`src/rtl/fifo_rd_stream_if.sv`:
```
// FIFO read port plus output stream; master = fifo_rd_stream, slave = FIFO/consumer side.
// Latency and backpressure behaviour are owned by fifo_rd_stream; this file only groups the wires.
// Stream side is valid/ready: m_data/m_valid hold while m_ready is low.
interface fifo_rd_stream_if #(
  parameter int DATA_WIDTH = 8
);
  logic                  en;
  logic                  empty;
  logic [DATA_WIDTH-1:0] rd_data;
  logic                  rd_enb;
  logic [DATA_WIDTH-1:0] m_data;
  logic                  m_valid;
  logic                  m_ready;

  modport master (
    input  en, empty, rd_data, m_ready,
    output rd_enb, m_data, m_valid
  );

  modport slave (
    output en, empty, rd_data, m_ready,
    input  rd_enb, m_data, m_valid
  );
endinterface

```
`src/rtl/fifo_rd_stream.sv`:
```
// Converts a 1-cycle-latency FIFO read port into a valid/ready stream through a 2-entry skid buffer.
// Latency: word visible on m_valid/m_data one cycle after the FIFO returns it (rd_enb + 2 edges).
// Backpressure: credit check on rd_enb keeps buffered + in-flight words <= 2; output holds while m_ready=0.
module fifo_rd_stream #(
  parameter int DATA_WIDTH = 8
) (
  input  logic             rd_clk,
  input  logic             rstn,
  fifo_rd_stream_if.master bus,
  output logic [15:0]      word_cnt,
  output logic             busy
);

  typedef enum logic [1:0] {IDLE, RUN, STALL} state_t;

  state_t                state_q, state_d;
  logic [DATA_WIDTH-1:0] head_q, head_d;
  logic [DATA_WIDTH-1:0] tail_q, tail_d;
  logic [1:0]            count_q, count_d;
  logic                  inflight_q, inflight_d;
  logic [15:0]           word_cnt_q, word_cnt_d;
  logic                  run_q;
  logic                  pop;
  logic                  rd_enb;
  logic [1:0]            credit_used;

  assign pop         = (count_q != 2'd0) && bus.m_ready;
  assign credit_used = count_q + {1'b0, inflight_q} - {1'b0, pop};
  // run_q holds off reads until the first edge after reset release
  assign rd_enb      = run_q && bus.en && !bus.empty && (credit_used < 2'd2);

  always_comb begin
    head_d     = head_q;
    tail_d     = tail_q;
    count_d    = count_q;
    inflight_d = rd_enb;
    word_cnt_d = word_cnt_q + 16'(pop);
    case ({inflight_q, pop})
      2'b10: begin
        if (count_q == 2'd0) head_d = bus.rd_data;
        else                 tail_d = bus.rd_data;
        count_d = count_q + 2'd1;
      end
      2'b01: begin
        head_d  = tail_q;
        count_d = count_q - 2'd1;
      end
      2'b11: begin
        if (count_q == 2'd1) begin
          head_d = bus.rd_data;
        end else begin
          head_d = tail_q;
          tail_d = bus.rd_data;
        end
      end
      default: ;
    endcase
  end

  always_comb begin
    state_d = state_q;
    case (state_q)
      IDLE:    if (rd_enb) state_d = RUN;
      RUN: begin
        if (count_d == 2'd2)                    state_d = STALL;
        else if (count_d == 2'd0 && !inflight_d) state_d = IDLE;
      end
      STALL:   if (pop) state_d = RUN;
      default: state_d = IDLE;
    endcase
  end

  always_ff @(posedge rd_clk or negedge rstn) begin
    if (!rstn) begin
      state_q    <= IDLE;
      head_q     <= '0;
      tail_q     <= '0;
      count_q    <= 2'd0;
      inflight_q <= 1'b0;
      word_cnt_q <= 16'd0;
      run_q      <= 1'b0;
    end else begin
      state_q    <= state_d;
      head_q     <= head_d;
      tail_q     <= tail_d;
      count_q    <= count_d;
      inflight_q <= inflight_d;
      word_cnt_q <= word_cnt_d;
      run_q      <= 1'b1;
    end
  end

  assign bus.rd_enb  = rd_enb;
  assign bus.m_valid = (count_q != 2'd0);
  assign bus.m_data  = head_q;
  assign word_cnt    = word_cnt_q;
  assign busy        = (state_q != IDLE);

endmodule

```
`src/flat_wrapper.sv`:
```
// flat-port wrapper written by rule: the top's interface ports become plain ports
module fifo_rd_stream_flat 
#(
  parameter int DATA_WIDTH = 8
)
  (rd_clk, rstn, word_cnt, busy, bus_en, bus_empty, bus_rd_data, bus_m_ready, bus_rd_enb, bus_m_data, bus_m_valid);
  fifo_rd_stream_if #(.DATA_WIDTH(DATA_WIDTH)) bus_i ();
  input  logic rd_clk;
  input  logic rstn;
  output logic [15:0] word_cnt;
  output logic busy;
  input wire logic [$bits(bus_i.en)-1:0] bus_en;
  input wire logic [$bits(bus_i.empty)-1:0] bus_empty;
  input wire logic [$bits(bus_i.rd_data)-1:0] bus_rd_data;
  input wire logic [$bits(bus_i.m_ready)-1:0] bus_m_ready;
  output wire logic [$bits(bus_i.rd_enb)-1:0] bus_rd_enb;
  output wire logic [$bits(bus_i.m_data)-1:0] bus_m_data;
  output wire logic [$bits(bus_i.m_valid)-1:0] bus_m_valid;
  assign bus_i.en = bus_en;
  assign bus_i.empty = bus_empty;
  assign bus_i.rd_data = bus_rd_data;
  assign bus_i.m_ready = bus_m_ready;
  assign bus_rd_enb = bus_i.rd_enb;
  assign bus_m_data = bus_i.m_data;
  assign bus_m_valid = bus_i.m_valid;
  fifo_rd_stream #(.DATA_WIDTH(DATA_WIDTH)) u_core (.rd_clk(rd_clk), .rstn(rstn), .bus(bus_i), .word_cnt(word_cnt), .busy(busy));
endmodule
```
`config.mk`:
```
export PLATFORM = sky130hd
export DESIGN_NAME = fifo_rd_stream_flat
export DESIGN_NICKNAME = d
export VERILOG_FILES = /design/src/rtl/fifo_rd_stream_if.sv /design/src/rtl/fifo_rd_stream.sv /design/src/flat_wrapper.sv
export SDC_FILE = /design/constraint.sdc
export NUM_CORES = 1
export LEC_CHECK = 0
export ABC_AREA = 1
export BUFFER_PORTS_ARGS = -buffer_cell sky130_fd_sc_hd__buf_2
export CAP_MARGIN = 40
export CORE_ASPECT_RATIO = 1.4
export CORE_MARGIN = 2
export CORE_UTILIZATION = 50
export CTS_CLUSTER_DIAMETER = 50
export CTS_CLUSTER_SIZE = 40
export DETAILED_ROUTE_END_ITERATION = 10
export PLACE_DENSITY = 0.75
export SKIP_CTS_REPAIR_TIMING = 1
export SLEW_MARGIN = 20
export SYNTH_ARGS = -nofsm -noshare
export SYNTH_HDL_FRONTEND = slang
export SYNTH_SLANG_ARGS = --single-unit
export TNS_END_PERCENT = 50
```
`constraint.sdc`:
```
create_clock -name rd_clk -period 3 [get_ports rd_clk]
set_input_delay 0.3 -clock rd_clk [delete_from_list [all_inputs] [get_ports rd_clk]]
set_output_delay 0.3 -clock rd_clk [all_outputs]
set_load 0.02 [all_outputs]
```
Word level (Yosys, flattened, before mapping) --
Index checks and enable logic that the tools add are counted.
Storage, ports and cells: flip-flop bits (word level) 38, input bits 13, output and inout port bits 27, logic and storage cells 55
Cells by class: $add $sub $neg 5, order comparisons 1, equal/unequal tests 13, multiplexer cells 12, reduce and logical (&&, ||, !) cells 17
Operators with widths (number):
- 8-bit two-way mux | 4
- 8-bit one-hot mux with 3 select lines | 1
- 16-bit by 1-bit adder with 16-bit output | 1
- 8-bit one-hot mux with 2 select lines | 1
- 2-bit == test, second input constant | 4
- 2-bit two-way mux | 4
- 2-bit by 1-bit == test with 1-bit output, second input constant | 3
- 2-bit zero test | 3
- 2-bit by 1-bit != test with 1-bit output, second input constant | 3
- 2-bit one-hot mux with 3 select lines | 1
- 3-bit AND reduction | 2
- 2-bit nonzero test | 3
- 1-bit logical AND | 5
- 2-bit != test, second input constant | 2
- 2-bit one-hot mux with 2 select lines | 1
- 3-bit by 1-bit != test with 1-bit output, second input constant | 1
- 3-bit nonzero test | 1
- 2-bit by 1-bit adder with 2-bit output | 1
- 2-bit by 1-bit adder with 2-bit output, second input constant | 1
- 1-bit zero test | 2
- 2-bit less-than comparator, second input constant | 1
- 2-bit AND reduction | 1
- 2-bit by 1-bit subtractor with 2-bit output | 1
- 2-bit by 1-bit subtractor with 2-bit output, second input constant | 1

Longest topological paths before layout --
depth in word-level cells 10, depth in mapped cells 13, mapped depth without buffers 12

Least setup slack after synthesis --
OpenSTA, ideal clock, no wires.
path kind register to register, from register u_core.count_q[0], to register u_core.word_cnt_q[12], in the netlist u_core.word_cnt[12], library setup time 0.080 ns, arrival time 2.029 ns, required time 2.920 ns, setup slack 0.891 ns, cell stages (with the launch flop) 14, buffers on the path 1, period minus slack after synthesis 2.109 ns, cells stage by stage dfrtp_1 > inv_1 > ha_1 > nor2_2 > buf_4 > ha_1 > ha_1 > inv_1 > nor2_4 > nand3_4 > nor2_4 > nand2_4 > nor2_2 > xor2_1
Between the ends: word-level cells in the longest chain between the ends 3
RTL lines:
- start, declared | line fifo_rd_stream.sv:19 | logic [1:0] count_q, count_d;
- start signal, assigned | line fifo_rd_stream.sv:86 | count_q <= count_d;
- 2-bit nonzero test | line fifo_rd_stream.sv:27 | assign pop = (count_q != 2'd0) && bus.m_ready;
- 1-bit logical AND | line fifo_rd_stream.sv:27
- 16-bit by 1-bit adder with 16-bit output | line fifo_rd_stream.sv:37 | word_cnt_d = word_cnt_q + 16'(pop);
- net u_core.word_cnt_d[12] | line fifo_rd_stream.sv:21 | logic [15:0] word_cnt_q, word_cnt_d;
- end signal, assigned | line fifo_rd_stream.sv:88 | word_cnt_q <= word_cnt_d;
- end, declared | line fifo_rd_stream.sv:21
The timed path passes the listed nets, and every way through them passes these cells. A chain may end at the register's enable or synchronous reset.

Final worst setup path --
from register u_core.count_q[0], to output port bus_rd_enb
Between the ends: word-level cells in the longest chain between the ends 5, elaborated cells on any way between the ends 6
RTL lines:
- parallel branches: the longest is 2 deep, another holds 2-bit by 1-bit adder with 2-bit output
- 2-bit by 1-bit subtractor with 2-bit output * | line fifo_rd_stream.sv:28 | assign credit_used = count_q + {1'b0, inflight_q} - {1'b0, pop};
- 2-bit less-than comparator * | line fifo_rd_stream.sv:30 | assign rd_enb = run_q && bus.en && !bus.empty && (credit_used < 2'd2);
- 1-bit logical AND * | line fifo_rd_stream.sv:30
- end, declared | line flat_wrapper.sv:16 | output wire logic [$bits(bus_i.rd_enb)-1:0] bus_rd_enb;
Mark *: on every way between the ends.

==> impl_metrics.sql <==
INSERT INTO impl_metrics (metric_group, metric, value, unit) VALUES
('outcome', 'outcome', 'complete, no violations', ''),
('worst_setup_path', 'crit_family', 'buffers and inverters', ''),
('cts', 'cts_buffers', '5', ''),
('power', 'worst_supply_voltage_drop_on_vdd', '0.637', 'mV'),
('synth', 'synth_enable_flop_cells', '0', ''),
('cts', 'cts_root_buf', 'sky130_fd_sc_hd__clkbuf_8', ''),
('job', 'max_cap_viol_count', '0', ''),
('placed_design', 'dpl.hpwl', '2570', 'um'),
('synth', 'netlist.area_leader.share', '52.9', '%'),
('placed_design', 'numPortBuffers', '39', ''),
('worst_setup_path', 'r2r-end', 'u_core.word_cnt[12]$_DFF_PN0_', ''),
('floorplan', 'die_height', '75.0', 'um'),
('power', 'p_per_area', '922', 'nW/um^2'),
('placed_design', 'dpl-instance-area', '2040', 'um^2'),
('floorplan', 'start_util', '52.7', '%'),
('synth', 'synthesis.area', '1800', 'um^2'),
('worst_setup_path', 'crit_fanout', '10', ''),
('routing', 'drt-pass1-iter-count', '3', ''),
('routing', 'vias_per_cell', '4.98', ''),
('worst_setup_path', 'timing.critical_path.to_type', 'output port', ''),
('power', 'power.switching', '0.795', 'mW'),
('routing', 'final_antenna_net_count', '0', ''),
('synth', 'synth_top_family_by_area', 'simple AND/OR/NAND/NOR gates', ''),
('floorplan', 'number_of_placement_rows', '25', ''),
('min_path', 'min_to', 'u_core.tail_q[4]$_DFFE_PN0P_', ''),
('global_route', 'grtUsageMet3', '3.77', '%'),
('worst_setup_path', 'reg2reg_setup_slack', '0.90', 'ns'),
('worst_setup_path', 'worst-setup-path-type', 'reg -> out', ''),
('timing', 'timing.final.crit_share', '72.8', '%'),
('synth', 'synth_area_per_cell', '10.2', 'um^2'),
('power', 'internal-power', '1.18', 'mW'),
('cts', 'clock_tree.htree_level_count', '2', ''),
('worst_setup_path', 'worstReg2RegStart', 'u_core.count_q[0]$_DFF_PN0_', ''),
('routing', 'drt_iter0_markers', '27', ''),
('worst_setup_path', 'critical_path.cell_chain', 'inv_1, ha_1, nor2_2, buf_4, nand3_2, nand3_1, nand3_1, inv_1, buf_2', ''),
('cts', 'buffer_levels_on_the_longest_clock_path', '2', ''),
('power', 'sequentialPowerShare', '41.7', '%'),
('global_route', 'overall_global_routing_usage', '18.3', '%'),
('synth', 'synth_area_leaders', 'sky130_fd_sc_hd__dfrtp_1, sky130_fd_sc_hd__nand2_1, sky130_fd_sc_hd__nand3_1', ''),
('min_path', 'worst_min_delay_path_class', 'in -> reg', ''),
('floorplan', 'fp.dieArea', '4100', 'um^2'),
('placed_design', 'routabilityCongestion', '0.769', ''),
('synth', 'dominantRegCellSynth', 'sky130_fd_sc_hd__dfrtp_1', ''),
('timing', 'slew_viols_final', '0', ''),
('global_route', 'grt_max_degree', '26', ''),
('global_route', 'first_global_vias', '1300', ''),
('cells_and_area', 'post_route_cells_drive_above_1_share', '32.3', '%'),
('min_path', 'min-delay-start', 'bus_rd_data[4]', ''),
('cts', 'tritoncts', 'done', ''),
('worst_setup_path', 'timing.critical_path.from_type', 'register', ''),
('synth', 'synth.yosys.seq_area_share', '52.9', '%'),
('synth', 'synth-adder-area-share', '2.78', '%'),
('synth', 'synth.top_cells.by_count', 'sky130_fd_sc_hd__dfrtp_1, sky130_fd_sc_hd__nand2_1, sky130_fd_sc_hd__nand3_1', ''),
('routing', 'via_count', '1311', ''),
('worst_setup_path', 'cp.buffers_inverters', '4', ''),
('cells_and_area', 'num_antenna_cells', '0', ''),
('worst_setup_path', 'cp_data_required_time', '2.70', 'ns'),
('power', 'leakage', '1.14', 'nW'),
('global_route', 'grt_use_met2', '32.4', '%'),
('synth', 'async_flop_share', '100', '%'),
('power', 'comb_power_share', '40.4', '%'),
('floorplan', 'floorplan.core_area', '3410', 'um^2'),
('global_route', 'globalRoute.busiestLayer', 'met2', ''),
('power', 'swShare', '40.2', '%'),
('cts', 'cts_num_sinks', '38', ''),
('synth', 'ys_warn_count', '0', ''),
('floorplan', 'die_w', '54.7', 'um'),
('synth', 'synth_xor_xnor_area_share', '6.82', '%'),
('synth', 'synthMostInstantiatedCell', 'sky130_fd_sc_hd__dfrtp_1', ''),
('timing', 'rsz0062_at_grt', 'false', ''),
('timing', 'hold_viol_final', '0', '');
layer usage:
layer	vias to the layer above	wire length, um
met5	-	0
met4	0	66
met3	8	133
met2	26	1760
met1	612	1410
li1	665	-
logic make-up (layout without fill, tap and decap cells):
| kind of cell | after synthesis | count (layout) |
|---|---|---|
| AO/OA/AOI/OAI | 10 | 10 |
| XOR/XNOR | 14 | 14 |
| AND/OR/NAND/NOR | 80 | 80 |
| other | 1 | 1 |
| buffers and inverters | 21 | 68 |
| adder cells (fa/ha/maj) | 4 | 4 |
| multiplexers | 8 | 8 |
| flip-flops | 38 | 38 |
power by group through the flow:
stage	Clock (mW)	Sequential, mW	Combinational (mW)
after floorplan	0	0.939	0.462
after global placement	0	0.826	0.783
after detailed placement	0	0.834	0.808
after CTS	0.364	0.824	0.812
after global routing	0.388	0.851	0.891
final	0.354	0.825	0.800
worst reg2reg max path: stages (launching register included):
cell and delay, ns:
sky130_fd_sc_hd__dfrtp_1 0.39, sky130_fd_sc_hd__inv_1 0.10, sky130_fd_sc_hd__ha_1 0.24, sky130_fd_sc_hd__nor2_2 0.13, sky130_fd_sc_hd__ha_1 0.21, sky130_fd_sc_hd__ha_1 0.19, sky130_fd_sc_hd__inv_1 0.07, sky130_fd_sc_hd__nor2_4 0.14
sky130_fd_sc_hd__nand3_4 0.09, sky130_fd_sc_hd__nor2_4 0.13, sky130_fd_sc_hd__nand2_4 0.07, sky130_fd_sc_hd__nor2_2 0.09, sky130_fd_sc_hd__xor2_1 0.16
area by class of cell:
class | instances | area, um^2
clock buffer | 7 | 86.3
inverter | 18 | 67.6
clock inverter | 1 | 5.00
fill | 286 | 1260
tap | 40 | 50.0
timing repair buffer | 42 | 233
multi-input combinational | 117 | 753
sequential | 38 | 951
how the worst max path moves through the flow:
| stage | startpoint | to | depth (start not counted) |
|---|---|---|---|
| 2_1_floorplan | u_core.count_q[0]$_DFF_PN0_ | u_core.word_cnt[12]$_DFF_PN0_ | 13 |
| 3_3_place_gp | u_core.count_q[0]$_DFF_PN0_ | u_core.word_cnt[12]$_DFF_PN0_ | 12 |
| 3_5_place_dp | u_core.count_q[0]$_DFF_PN0_ | u_core.word_cnt[12]$_DFF_PN0_ | 12 |
| 4_1_cts | u_core.count_q[0]$_DFF_PN0_ | bus_rd_enb | 9 |
| 5_1_grt | u_core.count_q[0]$_DFF_PN0_ | bus_rd_enb | 9 |
| 6_report | u_core.count_q[0]$_DFF_PN0_ | bus_rd_enb | 9 |
state kept, by name, indices dropped and copies added (netlist names):
signal             cells
u_core.tail_q          8
u_core.run_q           1
u_core.state_q         2
u_core.word_cnt       16
u_core.inflight_q      1
u_core.bus.m_data      8
u_core.count_q         2
through the flow:
stage                     cells  total power [mW]  worst slack (ns)  hold slack (ns)  util, %
final                       263              1.98             0.817            0.260     62.9
after detailed placement    254              1.64             0.924            0.233     60.0
after CTS                   262              2.00             0.796          -0.0762     62.6
after global routing        263              2.13             0.612            0.263     62.9
after global placement      253              1.61              1.00            0.447     59.4
after floorplan             176              1.40             0.891          0.00441        -
cells in the final DEF (no fill, tap or decap), types with 6 or more instances in the layout:
cell type                   n
sky130_fd_sc_hd__buf_2     39
sky130_fd_sc_hd__clkbuf_8   6
sky130_fd_sc_hd__xor2_1    10
sky130_fd_sc_hd__nand3_1   21
sky130_fd_sc_hd__dfrtp_1   38
sky130_fd_sc_hd__mux2_2     8
sky130_fd_sc_hd__nor2_1    13
sky130_fd_sc_hd__a31oi_1    8
sky130_fd_sc_hd__inv_1     16
sky130_fd_sc_hd__nand2_1   28
Power figures use the tool's default switching activity.
